## config.mk

```make
export PLATFORM = sky130hd
export DESIGN_NAME = router_read_arbiter
export DESIGN_NICKNAME = d
export VERILOG_FILES = /design/src/rtl/router_read_arbiter.sv
export SDC_FILE = /design/constraint.sdc
export NUM_CORES = 1
export LEC_CHECK = 0
export ABC_CLOCK_PERIOD_IN_PS = 3500
export CAP_MARGIN = 20
export CORE_ASPECT_RATIO = 1.1
export CORE_MARGIN = 2
export CORE_UTILIZATION = 53
export DETAILED_ROUTE_END_ITERATION = 7
export HOLD_SLACK_MARGIN = 0.08
export PLACE_DENSITY_LB_ADDON = 0.25
export REMOVE_ABC_BUFFERS = 1
export SLEW_MARGIN = 0
export SYNTH_ARGS = -nofsm -noshare
export SYNTH_HDL_FRONTEND = slang
export SYNTH_SLANG_ARGS = --single-unit
```

## constraint.sdc

```tcl
create_clock -name clock -period 3.5 [get_ports clock]
set_input_delay 0.35 -clock clock [delete_from_list [all_inputs] [get_ports clock]]
set_output_delay 0.35 -clock clock [all_outputs]
set_load 0.05 [all_outputs]
```

## src/rtl/router_read_arbiter.sv

```systemverilog
// Output-side packet scheduler: drains three router FIFOs onto one byte stream, whole packets round-robin.
// Optional parity check of the trailing byte is built when ROUTER_ARB_PARITY_CHECK_EN is defined.
module router_read_arbiter #(
  parameter int DATA_WIDTH = 8,
  parameter int LEN_W      = 6
) (
  input  logic                  clock,
  input  logic                  resetn,
  input  logic                  valid_out_0,
  input  logic                  valid_out_1,
  input  logic                  valid_out_2,
  input  logic [DATA_WIDTH-1:0] data_out_0,
  input  logic [DATA_WIDTH-1:0] data_out_1,
  input  logic [DATA_WIDTH-1:0] data_out_2,
  output logic                  read_enb_0,
  output logic                  read_enb_1,
  output logic                  read_enb_2,
  output logic [DATA_WIDTH-1:0] m_data,
  output logic                  m_valid,
  output logic                  m_sop,
  output logic                  m_eop,
  output logic [1:0]            m_port,
  input  logic                  m_ready,
  output logic                  busy,
  output logic                  pkt_err
);

  typedef enum logic [1:0] {S_IDLE, S_HDR, S_BODY, S_DRAIN} state_t;

  typedef struct packed {
    logic [DATA_WIDTH-1:0] data;
    logic                  sop;
    logic                  eop;
    logic [1:0]            port;
  } entry_t;

  localparam logic [LEN_W:0] REM_ONE = (LEN_W+1)'(1);

  function automatic logic [1:0] next_port(input logic [1:0] p);
    return (p == 2'd2) ? 2'd0 : p + 2'd1;
  endfunction

  state_t          r_state;
  logic [1:0]      r_gnt;
  logic [1:0]      r_ptr;
  logic            r_busy;
  logic [LEN_W:0]  r_remaining;
  logic            r_inflight;
  logic            r_inflight_last;
  entry_t          r_mem [2];
  logic            r_wr_ptr;
  logic            r_rd_ptr;
  logic [1:0]      r_count;

  logic [2:0]            w_valid;
  logic                  w_gnt_valid;
  logic [DATA_WIDTH-1:0] w_rd_data;
  logic [1:0]            w_p0, w_p1, w_p2;
  logic [1:0]            w_winner;
  logic                  w_req_any;
  logic                  w_pop;
  logic [2:0]            w_occ;
  logic                  w_room;
  logic                  w_rd;
  logic                  w_hdr_arrive;
  entry_t                w_head;
  entry_t                w_wr_entry;

  assign w_valid = {valid_out_2, valid_out_1, valid_out_0};

  // NOTE: every combinational output gets a default first so no path can infer a latch.
  always_comb begin
    w_gnt_valid = 1'b0;
    w_rd_data   = '0;
    case (r_gnt)
      2'd0:    begin w_gnt_valid = valid_out_0; w_rd_data = data_out_0; end
      2'd1:    begin w_gnt_valid = valid_out_1; w_rd_data = data_out_1; end
      2'd2:    begin w_gnt_valid = valid_out_2; w_rd_data = data_out_2; end
      default: begin w_gnt_valid = 1'b0;        w_rd_data = '0;         end
    endcase
  end

  // Search order starts at r_ptr, the port after the last one served.
  assign w_p0 = r_ptr;
  assign w_p1 = next_port(w_p0);
  assign w_p2 = next_port(w_p1);

  always_comb begin
    w_req_any = |w_valid;
    w_winner  = w_p2;
    if (w_valid[w_p0])      w_winner = w_p0;
    else if (w_valid[w_p1]) w_winner = w_p1;
  end

  // A slot freed by this cycle's pop is reusable, which keeps one byte per cycle flowing.
  assign w_pop        = (r_count != 2'd0) && m_ready;
  assign w_occ        = {1'b0, r_count} + {2'b00, r_inflight} - {2'b00, w_pop};
  assign w_room       = (w_occ < 3'd2);
  assign w_rd         = (((r_state == S_HDR) && !r_inflight) ||
                         ((r_state == S_BODY) && (r_remaining != '0))) && w_gnt_valid && w_room;
  assign w_hdr_arrive = (r_state == S_HDR) && r_inflight;

  assign read_enb_0 = w_rd && (r_gnt == 2'd0);
  assign read_enb_1 = w_rd && (r_gnt == 2'd1);
  assign read_enb_2 = w_rd && (r_gnt == 2'd2);

  // NOTE: sequential state is updated with non-blocking assignments only.
  always_ff @(posedge clock or negedge resetn) begin
    if (!resetn) begin
      r_state         <= S_IDLE;
      r_gnt           <= 2'd0;
      r_ptr           <= 2'd0;
      r_busy          <= 1'b0;
      r_remaining     <= '0;
      r_inflight      <= 1'b0;
      r_inflight_last <= 1'b0;
    end else begin
      r_inflight      <= w_rd;
      r_inflight_last <= w_rd && (r_state == S_BODY) && (r_remaining == REM_ONE);
      case (r_state)
        S_IDLE: if (w_req_any) begin
          r_gnt   <= w_winner;
          r_busy  <= 1'b1;
          r_state <= S_HDR;
        end
        S_HDR: if (r_inflight) begin
          r_remaining <= {1'b0, w_rd_data[2 +: LEN_W]} + REM_ONE;
          r_state     <= S_BODY;
        end
        S_BODY: if (w_rd) begin
          r_remaining <= r_remaining - REM_ONE;
          if (r_remaining == REM_ONE) r_state <= S_DRAIN;
        end
        S_DRAIN: if (!r_inflight && ((r_count == 2'd0) || ((r_count == 2'd1) && w_pop))) begin
          r_busy  <= 1'b0;
          r_ptr   <= next_port(r_gnt);
          r_state <= S_IDLE;
        end
      endcase
    end
  end

  assign w_wr_entry = '{data: w_rd_data, sop: w_hdr_arrive, eop: r_inflight_last, port: r_gnt};

  // NOTE: the two buffer entries are reset because the head drives the outputs directly.
  always_ff @(posedge clock or negedge resetn) begin
    if (!resetn) begin
      r_mem[0] <= '0;
      r_mem[1] <= '0;
      r_wr_ptr <= 1'b0;
      r_rd_ptr <= 1'b0;
      r_count  <= 2'd0;
    end else begin
      if (r_inflight) begin
        r_mem[r_wr_ptr] <= w_wr_entry;
        r_wr_ptr        <= ~r_wr_ptr;
      end
      if (w_pop) r_rd_ptr <= ~r_rd_ptr;
      r_count <= r_count + {1'b0, r_inflight} - {1'b0, w_pop};
    end
  end

  assign w_head  = r_mem[r_rd_ptr];
  assign m_valid = (r_count != 2'd0);
  assign m_data  = w_head.data;
  assign m_sop   = w_head.sop;
  assign m_eop   = w_head.eop;
  assign m_port  = w_head.port;
  assign busy    = r_busy;

`ifdef ROUTER_ARB_PARITY_CHECK_EN
  logic [DATA_WIDTH-1:0] r_par;

  always_ff @(posedge clock or negedge resetn) begin
    if (!resetn) begin
      r_par <= '0;
    end else if (w_pop) begin
      if (w_head.sop)      r_par <= w_head.data;
      else if (w_head.eop) r_par <= '0;
      else                 r_par <= r_par ^ w_head.data;
    end
  end

  assign pkt_err = w_pop && w_head.eop && (r_par != w_head.data);
`else
  assign pkt_err = 1'b0;
`endif

endmodule
```

==> impl_metrics.yaml, run 1 <==
critical_path:
  path_class: "in -> out"
  crit_chain: "clkdlybuf4s50_1 > inv_1 > a21oi_1 > ha_1 > inv_1 > ha_1 > fa_1 > a21o_1 > nor2_1 > nand3_2 > nor2b_1 > buf_12"
  end_kind: "output port"
  cpMaxStageDelayCell: "clkdlybuf4s50_1"
  arrival_ps: 2970
  reg2reg_depth: 12
  critPathLaunchType: "input pin"
  cp_max_fo: 5
  cp.required_ps: 3150
  slowest_delay_ps: 450
yosys:
  synthArstFlopShare_pct: 100.0
  syn-mean-instance-area_um2: 10.08
  synthCells: 263
  synth_edf_count: 0
  synthFlopType: "dfrtp_1"
  ys_seq_area_share_pct: 41.53
  ys.warnings.count: 0
  synth_cell_types: 53
  ys_seq_elements: 44
  syn-cell-area_mm2: 0.002651
run:
  cap_violations: 0
sta:
  slew_headroom_pct: 33.93
  tightestPinTransition_ps: 963.5
  setup_tns_ps: 0
  min_period_ps: 3324
  rsz0062_at_grt: "true"
  fmax_mhz: 300.8
  period_share_pct: 94.98
  setup_slack_ps: 175.6
  hold_viol: 0
  slew_viol_final: 0
  clock_skew_ps: 10.23
  setup_viol: 0
clocking:
  postCtsSetupRepairBufs: 0
  cts.path.max_buffers: 2
  numCtsBuffers: 5
  cts.clk_slew.worst_paths_ps: 90
  cts_tree: "yes"
  ctsHtreeMaxLevel: 2
  clkLatencyLatePin_ps: 300
  cts_root_buf: "clkbuf_8"
  cts_sinks: 44
floorplanning:
  start_util_pct: 54.13
  die_h_um: 78.18
  fp.coreArea_mm2: 0.004898
  pin_count: 48
  die_x_um: 71.44
  core.rowCount: 27
  fp.dieArea_mm2: 0.005585
cells_and_area:
  area_growth_pct: 27.47
  final_common_cell: "dfrtp_1"
  fin_util_pct: 68.99
  nNetsFinal: 354
  n_antenna_cell: 0
  drive_gt1_share_pct: 16.67
  final_cell_mix: "dfrtp_1 (44), clkdlybuf4s50_1 (42), nand2_1 (33)"
  final_cells: 370
drt:
  first_iter_violations: 219
  viasPerCell: 5.851
  drtAntennaViolNets: 0
  wl_per_cell_um: 16.36
  drcViolationCount: 0
  vias: 2165
  wirelength_mm: 6.053
  firstDrtPassIters: 4
global_route:
  grt_pass1_wl_mm: 10.34
  grt_usage_pct: 23.42
  grt_overflow_total: 0
  grt_max_degree: 45
  grt_pass1_vias: 2148
  antenna_found_initial: 0
place:
  placedCellCount: 361
  place_congestion: 0.8903
  dp_hpwl_mm: 4.282
  port_buffers: 46
  dp_slack_ps: 80.94
pwr:
  combinationalPowerShare_pct: 57.2
  p_per_area_mw_per_mm2: 980.2
  swShare_pct: 45.56
  p_switching_mw: 1.509
  seq_power_share_pct: 29.0
  p_leak_nw: 1.517
  p_clk_share_pct: 13.8
  vdd_drop_max_mv: 0.5158
  finalPower_mw: 3.312
  p_int_mw: 1.803
hold_path:
  min_path_type: "in -> async"
outcome:
  status: "finished, final reports clean"
## cells by family (layout without fill, tap and decap cells)
logic type	after synthesis	count (layout)	share of synthesized area, %
DFF	44	44	41.53
and+or+nand+nor	75	75	14.39
buffers and inverters	30	79	4.766
muxes	37	37	15.15
adders and majority gates	12	12	5.946
AOI/OAI and AO/OA	58	58	16.09
xor gates and xnor gates	6	6	1.982
other	1	1	0.1414
## Yosys cell counts (2+ instances only)
library cell,number,area share (%)
mux2i_1,12,4.5
or3_1,2,0.47
xnor2_1,2,0.66
clkbuf_1,8,1.1
nor3b_1,3,0.85
xor2_1,4,1.3
nor4b_1,2,0.66
nor2b_1,4,0.94
o311ai_0,2,0.66
nand2_1,33,4.7
nand4_1,4,0.94
o21a_1,2,0.57
nand3_1,4,0.76
a2bb2oi_1,5,1.7
ha_1,11,5.2
and3_1,2,0.47
a211oi_1,3,0.85
a21o_1,2,0.57
nor3_1,4,0.76
o21ai_0,22,4.2
inv_1,16,2.3
o211ai_1,3,0.85
nor2_1,9,1.3
a21oi_1,6,1.1
nand2b_1,2,0.47
mux2_2,25,11
dfrtp_1,44,42
buf_2,2,0.38
## metrics by stage
| stage | hold slack (ps) | area [um^2] |
|---|---|---|
| after CTS | 237.5 | 3328 |
| after floorplan | 54.41 | 2589 |
| final | 463.5 | 3379 |
| after detailed placement | 466.5 | 3199 |
| after global routing | 492.0 | 3379 |
| after global placement | 456.5 | 3199 |
## power groups by stage
stage               Sequential (mW)  Combinational (mW)  Clock (mW)
floorplan                     0.931                1.31           0
global placement              0.956                1.84           0
detailed placement            0.963                1.87           0
CTS                           0.954                1.88       0.466
global route                  0.994                2.07       0.480
finish                        0.959                1.90       0.457
## area by class of cell
type,instances,area (um^2)
multi-input cells,189,1445
flip-flops and latches,44,1101
fillers,394,1519
clock buffers,5,68.82
inverters,17,63.81
clock inverters,2,60.06
repair buffers,55,568.0
well taps,58,72.57
## worst paths after layout
path | endpoint | slack (ps) | start
worst min register to register | r_mem[21]$_DFFE_PN0P_ | 480 | r_mem[21]$_DFFE_PN0P_
min in group clock | r_mem[21]$_DFFE_PN0P_ | 480 | r_mem[21]$_DFFE_PN0P_
worst min-delay path | r_state[1]$_DFFE_PN0P_ | 460 | resetn
worst max-delay path | read_enb_1 | 180 | m_ready
max in group asynchronous | r_mem[9]$_DFFE_PN0P_ | 2560 | resetn
worst max register to register | r_remaining[6]$_DFFE_PN0P_ | 470 | r_count[1]$_DFF_PN0_
## worst max-delay path, delay by kind of cell
| family | cells | cell delay [ps] |
|---|---|---|
| adder cells (fa/ha/maj) | 3 | 840 |
| buffers and inverters | 4 | 720 |
| AND/OR/NAND/NOR | 3 | 640 |
| AO/OA/AOI/OAI | 2 | 410 |
## flip-flops by register name, summed over array words and instances, names as in the netlist
| register | cells |
|---|---|
| busy | 1 |
| r_count | 2 |
| r_gnt | 2 |
| r_inflight | 1 |
| r_inflight_last | 1 |
| r_mem | 24 |
| r_ptr | 2 |
| r_rd_ptr | 1 |
| r_remaining | 7 |
| r_state | 2 |
| r_wr_ptr | 1 |
## layer usage
| layer | GRT usage (%) | part of all wire [%] | vias to the layer above |
|---|---|---|---|
| met2 | 38.43 | 49 | 59 |
| met1 | 31.75 | 44 | 1067 |
| met5 | 0 | 0 | - |
| li1 | - | - | 1031 |
| met4 | 7.358 | 1.6 | 0 |
| met3 | 3.723 | 6.0 | 8 |
## repair_timing
item                                    4_1_cts  5_1_grt
hold buffers                                  0        1
endpoints found under the setup margin        0        3
endpoints found under the hold margin         0       11
resized for setup                             0        4
Power figures use the tool's default switching activity.
==> run 2: changes to the inputs <==
Settings changed: ABC_CLOCK_PERIOD_IN_PS 3500 to unset.
==> results of run 2 <==
Same layout as run 1: the final DEF is identical, and so are final timing and power.
==> run 3: changes to the inputs <==
Settings changed: PLACE_DENSITY set to 0.82, PLACE_DENSITY_LB_ADDON 0.25 to unset.
==> run 3 against run 2 <==
Against the previous run:
- register-to-register slack lost 50 ps
- clock power shrank 11%
- first-iteration DRC count shrank 20%
- critical path depth is the same
- largest power group unchanged
==> impl_metrics.yaml, run 3 (synthesis gave the netlist of run 1 again) <==
outcome:
  status: "finished, final reports clean"
cells_and_area:
  top_regs: "r_mem (24), r_remaining (7)"
  final_cells: 370
  final_cell_mix: "dfrtp_1 (44), clkdlybuf4s50_1 (42), nand2_1 (33)"
  regMostFlops: "r_mem"
  area_growth_pct: 26.66
  multi_input_area_mm2: 0.001439
  largest_reg_flops: 24
  fin_util_pct: 68.56
  drive_gt1_share_pct: 16.67
  final_common_cell: "dfrtp_1"
  n_antenna_cell: 0
  seqCellArea_mm2: 0.001101
  num-fill-cells: 388
  nNetsFinal: 353
global_route:
  grt_usage_pct: 22.69
  grt_pass1_wl_mm: 10.03
  grt_max_degree: 45
  grt_overflow_total: 0
  antenna_found_initial: 0
  grt_pass1_vias: 2156
floorplanning:
  pin_count: 48
  start_util_pct: 54.13
  fp.dieArea_mm2: 0.005585
  fp.coreArea_mm2: 0.004898
  die_h_um: 78.18
  die_x_um: 71.44
  core.rowCount: 27
sta:
  min_period_ps: 3309
  setup_tns_ps: 0
  timing.hold.ws_ps: 426.5
  period_share_pct: 94.53
  hold_viol: 0
  tightestPinTransition_ps: 917.7
  fmax_mhz: 302.2
  setup_viol: 0
  clock_skew_ps: 6.486
  slew_viol_final: 0
  slew_headroom_pct: 37.07
drt:
  firstDrtPassIters: 4
  drcViolationCount: 0
  first_iter_violations: 176
  drtAntennaViolNets: 0
  viasPerCell: 5.732
  wl_per_cell_um: 15.98
  vias: 2121
  wirelength_mm: 5.913
clocking:
  numCtsBuffers: 5
  cts_root_buf: "clkbuf_8"
  cts_sinks: 44
  cts.path.max_buffers: 2
  cts.clk_slew.worst_paths_ps: 80
  cts_tree: "yes"
  clkLatencyLatePin_ps: 290
  ctsHtreeMaxLevel: 2
critical_path:
  cpMaxStageDelayCell: "clkdlybuf4s50_1"
  end_kind: "output port"
  path_class: "in -> out"
  critPathTopFamily: "adder cells"
  crit_chain: "clkdlybuf4s50_1 > inv_1 > a21oi_1 > ha_1 > inv_1 > ha_1 > fa_1 > a21o_1 > nor2_1 > nand3_2 > nor3b_2 > buf_12"
  critPathLaunchType: "input pin"
  slowest_delay_ps: 450
  critPathBufInv: 4
  cp.required_ps: 3150
  cp_max_fo: 5
  arrival_ps: 2960
pwr:
  p_per_area_mw_per_mm2: 964.9
  finalPower_mw: 3.240
  p_leak_nw: 1.504
  vdd_drop_max_mv: 0.4782
place:
  port_buffers: 46
  placedCellCount: 360
  dp_hpwl_mm: 4.184
  place_congestion: 0.9019
hold_path:
  min_path_type: "in -> async"
run:
  cap_violations: 0
run 3: power breakdown:
group	internal (mW)	total, mW	switching [mW]
Clock	0.233	0.405	0.172
Combinational	0.786	1.91	1.12
Sequential	0.729	0.928	0.199
Total	1.75	3.24	1.49
run 3: stage by stage:
stage	worst slack [ps]	cell area, um^2
2_1_floorplan	-6.257	2589
3_3_place_gp	176.9	3192
3_5_place_dp	96.82	3192
4_1_cts	74.58	3313
5_1_grt	-5.814	3358
6_report	191.4	3358
run 3: worst paths after layout:
check                                       from                         end  slack (ps)  cells after the start
max in group asynchronous                 resetn        r_mem[6]$_DFFE_PN0P_        2620                      3
min reg2reg                r_mem[23]$_DFFE_PN0P_       r_mem[23]$_DFFE_PN0P_         480                      2
min                                       resetn        r_ptr[1]$_DFFE_PN0P_         430                      2
max reg2reg                 r_count[1]$_DFF_PN0_  r_remaining[6]$_DFFE_PN0P_         420                     11
min in group clock         r_mem[23]$_DFFE_PN0P_       r_mem[23]$_DFFE_PN0P_         480                      2
max                                      m_ready                  read_enb_2         190                     12
run 3: layout make-up:
class | count | area share (%)
tap | 58 | 2.161
clock inverter | 2 | 1.155
timing repair buffer | 54 | 16.69
clock buffer | 6 | 2.459
inverter | 17 | 1.900
multi-input combinational | 189 | 42.85
sequential | 44 | 32.79
run 3: repair_timing:
item,CTS,global route
gates resized for setup,0,3
hold buffers,0,1
endpoints found under the hold margin,0,5
setup buffers,0,0
endpoints found under the setup margin,0,2
run 3: per-layer routing:
layer	share of wire, %	track usage [%]	vias to the layer above
met5	0	0	-
met1	43	28.65	1026
li1	-	-	1028
met2	50	38.98	60
met4	1.1	6.604	0
met3	5.6	4.750	7
